===== config.mk =====
export PLATFORM = sky130hd
export DESIGN_NAME = sbox_scheduler
export DESIGN_NICKNAME = d
export VERILOG_FILES = /design/src/rtl/sbox_scheduler.sv
export SDC_FILE = /design/constraint.sdc
export NUM_CORES = 1
export LEC_CHECK = 0
export ABC_AREA = 0
export CAP_MARGIN = 20
export CORE_MARGIN = 1.5
export CORE_UTILIZATION = 55
export DETAILED_ROUTE_END_ITERATION = 7
export PLACE_DENSITY = 0.85
export SLEW_MARGIN = 30
export SYNTH_ARGS = -nofsm -noshare
export SYNTH_HDL_FRONTEND = slang
export SYNTH_SLANG_ARGS = --single-unit
export TNS_END_PERCENT = 100

===== constraint.sdc =====
create_clock -name clk -period 41.8 [get_ports clk]
set_clock_uncertainty 0.15 [all_clocks]
set_input_delay 6.27 -clock clk [delete_from_list [all_inputs] [get_ports clk]]
set_output_delay 6.27 -clock clk [all_outputs]
set_load 0.05 [all_outputs]

===== src/rtl/sbox_scheduler.sv =====
`default_nettype none
// ============================================================================
//  Module   : sbox_scheduler
//  Purpose  : Time-shares one external combinational AES S-box between a
//             128-bit SubBytes requester and a 32-bit SubWord requester,
//             substituting one byte per clock.
//  Revision : 1.0 - initial release
// ============================================================================
module sbox_scheduler #(
   parameter int ARB_MODE = 0   // 0: round-robin, 1: word requester has priority
) (
   input  logic         clk,
   input  logic         rst,
   input  logic         state_req_valid,
   input  logic [127:0] state_req_data,
   output logic         state_req_ready,
   output logic         state_resp_valid,
   output logic [127:0] state_resp_data,
   input  logic         word_req_valid,
   input  logic [31:0]  word_req_data,
   output logic         word_req_ready,
   output logic         word_resp_valid,
   output logic [31:0]  word_resp_data,
   output logic [7:0]   sbox_addr,
   input  logic [7:0]   sbox_data,
   output logic         busy
);

   typedef enum logic [1:0] {
      IDLE      = 2'd0,
      SUB_STATE = 2'd1,
      SUB_WORD  = 2'd2
   } state_t;

   state_t         state_q;
   logic [127:0]   buf_q;          // captured request, consumed MSB byte first
   logic [127:0]   work_q;         // substituted bytes, shifted in at the LSB end
   logic [3:0]     cnt_q;
   logic           last_word_q;    // 1: word requester was granted most recently
   logic           state_resp_valid_q;
   logic           word_resp_valid_q;
   logic [127:0]   state_resp_data_q;
   logic [31:0]    word_resp_data_q;

   logic           grant_word;
   logic           grant_state;
   logic           last_byte;

   // Arbitration: word wins alone, under fixed priority, or when state went last
   always_comb begin
      grant_word  = word_req_valid &&
                    (!state_req_valid || (ARB_MODE == 1) || !last_word_q);
      grant_state = state_req_valid && !grant_word;
      last_byte   = ((state_q == SUB_STATE) && (cnt_q == 4'd15)) ||
                    ((state_q == SUB_WORD)  && (cnt_q == 4'd3));
   end

   assign state_req_ready  = (state_q == IDLE) && grant_state;
   assign word_req_ready   = (state_q == IDLE) && grant_word;
   assign busy             = (state_q != IDLE);
   // Buffer shifts left each substitution, so the current byte is always on top
   assign sbox_addr        = (state_q == IDLE) ? 8'h00 : buf_q[127:120];
   assign state_resp_valid = state_resp_valid_q;
   assign word_resp_valid  = word_resp_valid_q;
   assign state_resp_data  = state_resp_data_q;
   assign word_resp_data   = word_resp_data_q;

   // Scheduler FSM: accept, walk the bytes through the S-box, publish result
   always_ff @(posedge clk or posedge rst) begin
      if (rst) begin
         state_q            <= IDLE;
         buf_q              <= '0;
         work_q             <= '0;
         cnt_q              <= 4'd0;
         last_word_q        <= 1'b0;
         state_resp_valid_q <= 1'b0;
         word_resp_valid_q  <= 1'b0;
         state_resp_data_q  <= '0;
         word_resp_data_q   <= '0;
      end else begin
         state_resp_valid_q <= 1'b0;
         word_resp_valid_q  <= 1'b0;
         case (state_q)
            IDLE: begin
               if (grant_word) begin
                  buf_q       <= {word_req_data, 96'h0};
                  cnt_q       <= 4'd0;
                  last_word_q <= 1'b1;
                  state_q     <= SUB_WORD;
               end else if (grant_state) begin
                  buf_q       <= state_req_data;
                  cnt_q       <= 4'd0;
                  last_word_q <= 1'b0;
                  state_q     <= SUB_STATE;
               end
            end
            SUB_STATE, SUB_WORD: begin
               buf_q  <= {buf_q[119:0], 8'h00};
               work_q <= {work_q[119:0], sbox_data};
               if (last_byte) begin
                  cnt_q   <= 4'd0;
                  state_q <= IDLE;
                  if (state_q == SUB_STATE) begin
                     state_resp_data_q  <= {work_q[119:0], sbox_data};
                     state_resp_valid_q <= 1'b1;
                  end else begin
                     word_resp_data_q   <= {work_q[23:0], sbox_data};
                     word_resp_valid_q  <= 1'b1;
                  end
               end else begin
                  cnt_q <= cnt_q + 4'd1;
               end
            end
            default: state_q <= IDLE;
         endcase
      end
   end

endmodule
`default_nettype wire


# Word level (Yosys, flattened, before mapping)
# Index checks and enable logic that the tools add are counted.
dict set report totals {
  register_bits 417
  input_bits 172
  out_inout_bits 173
  elab_cells 58
}
dict set report op_classes {
  addsub 1
  eq_ne 6
  muxes 20
  n_bitwise 1
  n_reduce_logical 21
}
# operator count
set op_table {}
lappend op_table {{2-to-1 mux 128 bit} 2}
lappend op_table {{case mux 128 bit (2 select lines)} 1}
lappend op_table {{2-to-1 mux 4 bit} 3}
lappend op_table {{2-to-1 mux 1 bit} 8}
lappend op_table {{2-to-1 mux 8 bit} 1}
lappend op_table {{case mux 4 bit (2 select lines)} 1}
lappend op_table {{logical AND 1 bit} 6}
lappend op_table {{2-to-1 mux 2 bit} 3}
lappend op_table {{AND reduction 2 bit} 3}
lappend op_table {{AND reduction 3 bit} 2}
lappend op_table {{nonzero test 2 bit} 3}
lappend op_table {{adder 4 x 1 -> 4 bit, second input constant} 1}
lappend op_table {{== test 4 x 2 -> 1 bit, second input constant} 1}
lappend op_table {{== test 4 bit, second input constant} 1}
lappend op_table {{case mux 2 bit (2 select lines)} 1}
lappend op_table {{logical NOT 1 bit} 3}
lappend op_table {{!= test 3 bit, second input constant} 1}
lappend op_table {{== test 2 x 1 -> 1 bit, second input constant} 1}
lappend op_table {{== test 2 bit, second input constant} 1}
lappend op_table {{logical NOT 2 bit} 1}
lappend op_table {{logical OR 1 bit} 2}
lappend op_table {{!= test 2 bit, second input constant} 1}
lappend op_table {{OR reduction 2 bit} 1}
lappend op_table {{inverter 1 bit} 1}

# Logic depth before layout (Yosys ltp)
dict set report depth {
  ltp_word 8
  ltp_mapped 9
  depth_no_buf 6
}

# Worst setup path before layout
# Ideal clock, no wire load.
dict set report synth_path {
  path_kind {input-to-output}
  from {in state_req_valid}
  to {out state_req_ready}
  arrival_ns 7.127
  required_time_ns 35.380
  setup_slack_ns 28.253
  stages 2
  path_buffers 0
  cell_sequence {nand2_1 a21oi_1}
}
dict set report synth_between {
  elab_chain_cells 6
}
# element line
set synth_rtl {}
lappend synth_rtl {{start, declared} 14} ;# input logic state_req_valid,
lappend synth_rtl {{logical NOT 1 bit} 52} ;# (!state_req_valid || (ARB_MODE == 1) || !last_word_q);
lappend synth_rtl {{logical OR 1 bit} 52}
lappend synth_rtl {{logical AND 1 bit} 51} ;# grant_word = word_req_valid &&
lappend synth_rtl {{logical NOT 1 bit} 53} ;# grant_state = state_req_valid && !grant_word;
lappend synth_rtl {{logical AND 1 bit *} 53}
lappend synth_rtl {{logical AND 1 bit *} 58} ;# assign state_req_ready = (state_q == IDLE) && grant_state;
lappend synth_rtl {{end, declared} 16} ;# output logic state_req_ready,
# Mark *: on every way between the ends. The rest lies on a longest branch, timed or not.

# Worst setup path in the final report
# Ends and elaborated chain as after synthesis.

==> run summary <==
Status - finished, final reports clean
Most common cell in the netlist - dfrtp_1
Final core utilization - 73.74%
H-tree level count - 2
IO Pins - 345
Die area - 0.03175 mm²
Clk sinks - 417
Post-DRT Antenna Nets - 0
First-pass GRT wire length - 62320 µm
Sequential share of the synthesized area - 61.82%
RSZ-0062 raised after global routing - false
Synthesized area - 0.01688 mm²
Family with the most delay on the worst path - buffers and inverters
Syn_area_per_cell - 13.52 µm²
Initial core utilization - 56.35%
Mapped Cells - 1248
Die height - 178.2 µm
Worst skew pair latency - 0.53 ns
Vias - 11116
Core area - 0.02995 mm²
CP Buf/Inv Count - 2
Max Root-Sink Buffers - 3
PostCTS Resize Cnt - 0
Worst path max stage delay - 0.84 ns
FILL cells - 1912
CP startpoint - state_req_valid
Nets - 1734
Ys Warns - 0
Syn nets - 1424
Crit-path cells - clkdlybuf4s50_1 -> nand2_1 -> a21oi_1 -> clkdlybuf4s50_1
Initial antenna violation count - 1
Crit Path Max Fanout - 5
Slew headroom - 35.79%
Wirelength per Cell - 20.00 µm
Via/cell ratio - 5.589
First DRT Iteration DRCs - 733
EDFF count, synth - 0
Reg2reg end - state_resp_data[56]
TritonCTS clock tree - built
RR Startpoint - state_q[0]
Data arrival, critical path - 8.06 ns
Syn-to-layout area delta - 30.86%
Pin slew with the least headroom to its limit - 0.9632 ns
Crit path time final - 14.48 ns
Min-delay src - buf_q[123]
CP endpoint kind - output port
Hold depth - 2
Worst vdd ir - 0.07293 mV
GR Util met1 - 32.19%
DR DRC count - 0
CP required - 35.38 ns
Multi-input logic area - 0.005993 mm²
Met2 Use GR - 41.70%
Post-detail-place hpwl - 25380 µm
R2R setup slack - 37.98 ns
FP Rows - 63
Yosys top cell area share - 61.82%
Final hold vios - 0
Max Cap Violations - 0
List of most frequent post-synthesis cells - dfrtp_1, nand2_1, mux2_2, mux2_1, o21ai_0
Setup TNS - 0 ns
Dominant cells by area after synthesis - dfrtp_1, mux2_2, mux2_1, a22oi_1, nand2_1
Final wirelength - 39770 µm
GRT Overall Usage - 24.97%
Crit path kind - in2out
Worst R2R Path Depth - 7
Leading register cell type out of synthesis - dfrtp_1
Register Area - 0.01044 mm²
Hold buffers post-CTS - 0
Hold EP - buf_q[123]
Crit-path slowest cell - clkdlybuf4s50_1
Vias in the first global route - 11518
Largest net degree at the start of global routing - 259
Clk slew on worst S/H paths - 0.06 ns
Crit-path most repeated cell - clkdlybuf4s50_1
Met3 usage - 5.158%
Post-synthesis register bit count - 417
Most Crowded Layer GR - met2
Worst Hold Class - reg2reg
Overflow after GRT - 0
Worst setup SP type - input port
Layout cells sized above 1 - 16.51%
Drt first pass iters - 5
Number of distinct library cells after synthesis - 36
Setup Fix Bufs, Post-CTS - 0
Cell Pwr Density - 74.16 mW/mm²
Final worst-path setup slack - 27.32 ns
Leakage power - 9.376 nW
# setup viols final - 0
Number of buffers added on ports - 344
DIE WIDTH - 178.2 µm
Fmax - 0.06908 GHz
RD Place Congestion - 0.8224
Ys async rst share - 100.0%
Fin crit share - 34.63%
Slew Viols, Final - 0
CTS root buffer - clkbuf_16
Largest area contributor in the netlist - dfrtp_1
Worst slack at placement - 27.33 ns
Num CTS Buffers - 43
[logic make-up (layout without fill, tap and decap cells)]
| group | Yosys count | after routing | synth area share, % |
|---|---|---|---|
| adders and majority gates | 4 | 4 | 0.2965 |
| DFF | 417 | 417 | 61.82 |
| muxes | 312 | 312 | 21.22 |
| AOI/OAI and AO/OA | 232 | 232 | 9.170 |
| buffers and inverters | 97 | 442 | 2.950 |
| and+or+nand+nor | 186 | 186 | 4.537 |
| other | 0 | 6 | 0 |
[area by class of cell]
cell class                      instances  share of cell area [%]
Sequential cell                       417                   47.24
Clock buffer                           67                   5.920
Multi-Input combinational cell        734                   27.13
Timing Repair Buffer                  356                   16.31
Clock inverter                         13                  0.9573
Inverter                                6                  0.1586
Antenna cell                            6                 0.06798
Tap cell                              390                   2.209
[worst max-delay path by stage]
stage                            to  cells past startpoint
CTS                 state_req_ready                      4
detailed placement  state_req_ready                      4
global route        state_req_ready                      4
global placement    state_req_ready                      4
finish              state_req_ready                      4
floorplan                  buf_q[0]                      1
[metal layers]
metal  routed length [µm]  vias up  part of all wire [%]
met3                 2302       89                   5.8
met5                    0        -                     0
met2                19900      327                    50
met1                16130     5602                    41
met4                 1444        0                   3.6
li1                     -     5098                     -
[power by group]
part           leakage [nW]  internal [mW]  switching [mW]
Clock                 0.744          0.247           0.155
Combinational          3.55          0.255           0.340
Sequential             5.08          0.545          0.0959
[worst register-to-register path: stages, from the launching register on]
cell and delay (ns):
dfrtp_1 0.35, inv_1 0.12, ha_4 0.90, nand3_1 0.26, a21oi_4 0.17, buf_4 0.58, buf_6 0.68, mux2_1 0.50
[layout by cell type, fill, tap and decap left out, types with 2 or more instances in the layout]
cell type        synthesis  final
buf_12                   3      3
bufinv_16                0      5
nand3_1                  3      3
a21oi_1                  6      5
inv_1                    6      5
mux2_2                 142    142
a22o_1                   8      8
nor2_1                   3      3
ha_1                     4      3
buf_4                    2      5
mux2_4                  29     29
clkbuf_1                28     11
nand2_1                160    160
buf_6                    1      3
clkinv_2                 0      4
o21ai_0                 93     93
mux2i_1                 32     32
mux2_1                 109    109
inv_6                    0      2
dfrtp_1                417    417
nor2b_1                  9      9
clkdlybuf4s50_1          0    344
clkbuf_16                0     44
clkbuf_8                 0     12
diode_2                  0      6
o221ai_1                32     32
nand2b_1                 3      3
a22oi_1                 88     88
[metrics by stage]
stage	cell area (µm²)	std cells	hold WS [ns]	total power, mW
after floorplan	16880	1248	0.2981	1.070
after global placement	20490	1901	0.3105	1.205
after detailed placement	20500	1901	0.3166	1.232
after CTS	22020	1981	0.3311	1.644
after global routing	22070	1984	0.3494	1.729
final	22090	1989	0.3271	1.638
[registers in the layout, summed over array words and instances (netlist names)]
name              flops
buf_q               128
state_resp_data     128
state_resp_valid      1
cnt_q                 4
work_q              120
word_resp_valid       1
word_resp_data       32
state_q               2
last_word_q           1
(Power assumes the default switching activity.)
==> patch, RTL diff (config.mk and constraints unchanged) <==
Make the reset (`rst`) synchronous in one clocked block.
--- a/src/rtl/sbox_scheduler.sv
+++ b/src/rtl/sbox_scheduler.sv
@@ -66,7 +66,7 @@
    assign word_resp_data   = word_resp_data_q;
 
    // Scheduler FSM: accept, walk the bytes through the S-box, publish result
-   always_ff @(posedge clk or posedge rst) begin
+   always_ff @(posedge clk) begin
       if (rst) begin
          state_q            <= IDLE;
          buf_q              <= '0;
Check against the original RTL: differs if rst is asserted again (counterexample within 4 cycles, from zero or initial values and one cycle with rst high); with rst held inactive, the same outputs for 4 cycles.
==> patch against the unedited design <==
- wire length rose by 11%
- synthesized area is 5.0% lower
- critical path depth increased by 1
- setup slack lost 0.51 ns
- sequential cell count stayed put
- final area down 5.5%
- critical path type unchanged
- critical endpoint is now word_req_ready
Power is not compared: it rests on default switching activity, and its combinational part moved more than twofold at a synthesized area within 25%.
==> patch: results (changes against the unedited design) <==
status: "completed"
grt_pass1_wl_um: 69400  # +11%
ys_top_cells_by_count: "dfxtp_1 (417), nor2_1 (343), mux2i_1 (248)"
slew_headroom_pct: 35.2  # -0.62 points
syn_nets: 1828  # +28%
inverters: 34  # +28
r2r_slack_ns: 38.39  # +0.41 ns
gp_congestion: 0.870  # +5.8%
rr_worst_depth: 9  # +2
multi_input_area_share_pct: 32.9  # +5.7 points
r2r-end: "buf_q[123]$_SDFFE_PP0P_"
finalCriticalPeriod_ns: 14.98  # +0.506 ns
crit_path_end: "word_req_ready"
dp_hpwl_um: 28700  # +13%
wl_per_cell_um: 18.9  # -5.4%
arrival_ns: 8.56  # +0.50 ns
final_nets: 2090  # +21%
yosysSeqAreaShare_pct: 52.1  # -9.7 points
grt_max_degree: 157  # -39%
dpl.cell_count: 2253  # +19%
grt_usage_pct: 28.4  # +3.4 points
seq-cell-share_pct: 40.0  # -7.3 points
numCtsBuffers: 42  # -2.3%
num_vias: 13000  # +17%
buffer_area_share_pct: 17.4  # +1.0 points
multi_input_gates: 1058  # +44%
use_met2_pct: 48.0  # +6.3 points
regArea_sq_um: 8350  # -20%
drive_gt1_share_pct: 6.52  # -10 points
crit_fanout: 35  # +30
synth_cell_types: 40  # +11%
viasPerCell: 5.58  # -0.20%
startpoint: "word_req_valid"
whs_ns: 0.301  # -0.0263 ns
patch: cell types whose count changed in the layout (fill, tap and decap cells not counted), moves of 109 or more:
cell,unedited run,this run
dfrtp_1,417,0
dfxtp_1,0,417
mux2_1,109,0
mux2_2,142,32
mux2i_1,32,248
nor2_1,3,342
patch: logic make-up after synthesis:
family	count (synthesis)	synth area share (%)
flip-flops	417	52.1
adder cells (fa/ha/maj)	4	0.312
buffers and inverters	177	5.30
multiplexers	280	17.7
AO/OA/AOI/OAI	233	10.6
AND/OR/NAND/NOR	541	14.0
patch: report_power, final:
part	total, W	leakage, nW	switching [W]	internal (W)
clock	0.000386	0.707	0.000155	0.000230
sequential	0.000461	3.39	0.0000222	0.000439
combinational	0.000251	3.32	0.000152	0.0000990
patch: critical path, delay by kind of cell:
family	cells	cell delay, ns
simple gates	1	0.25
compound gates	1	0.19
buf+inv	3	1.85
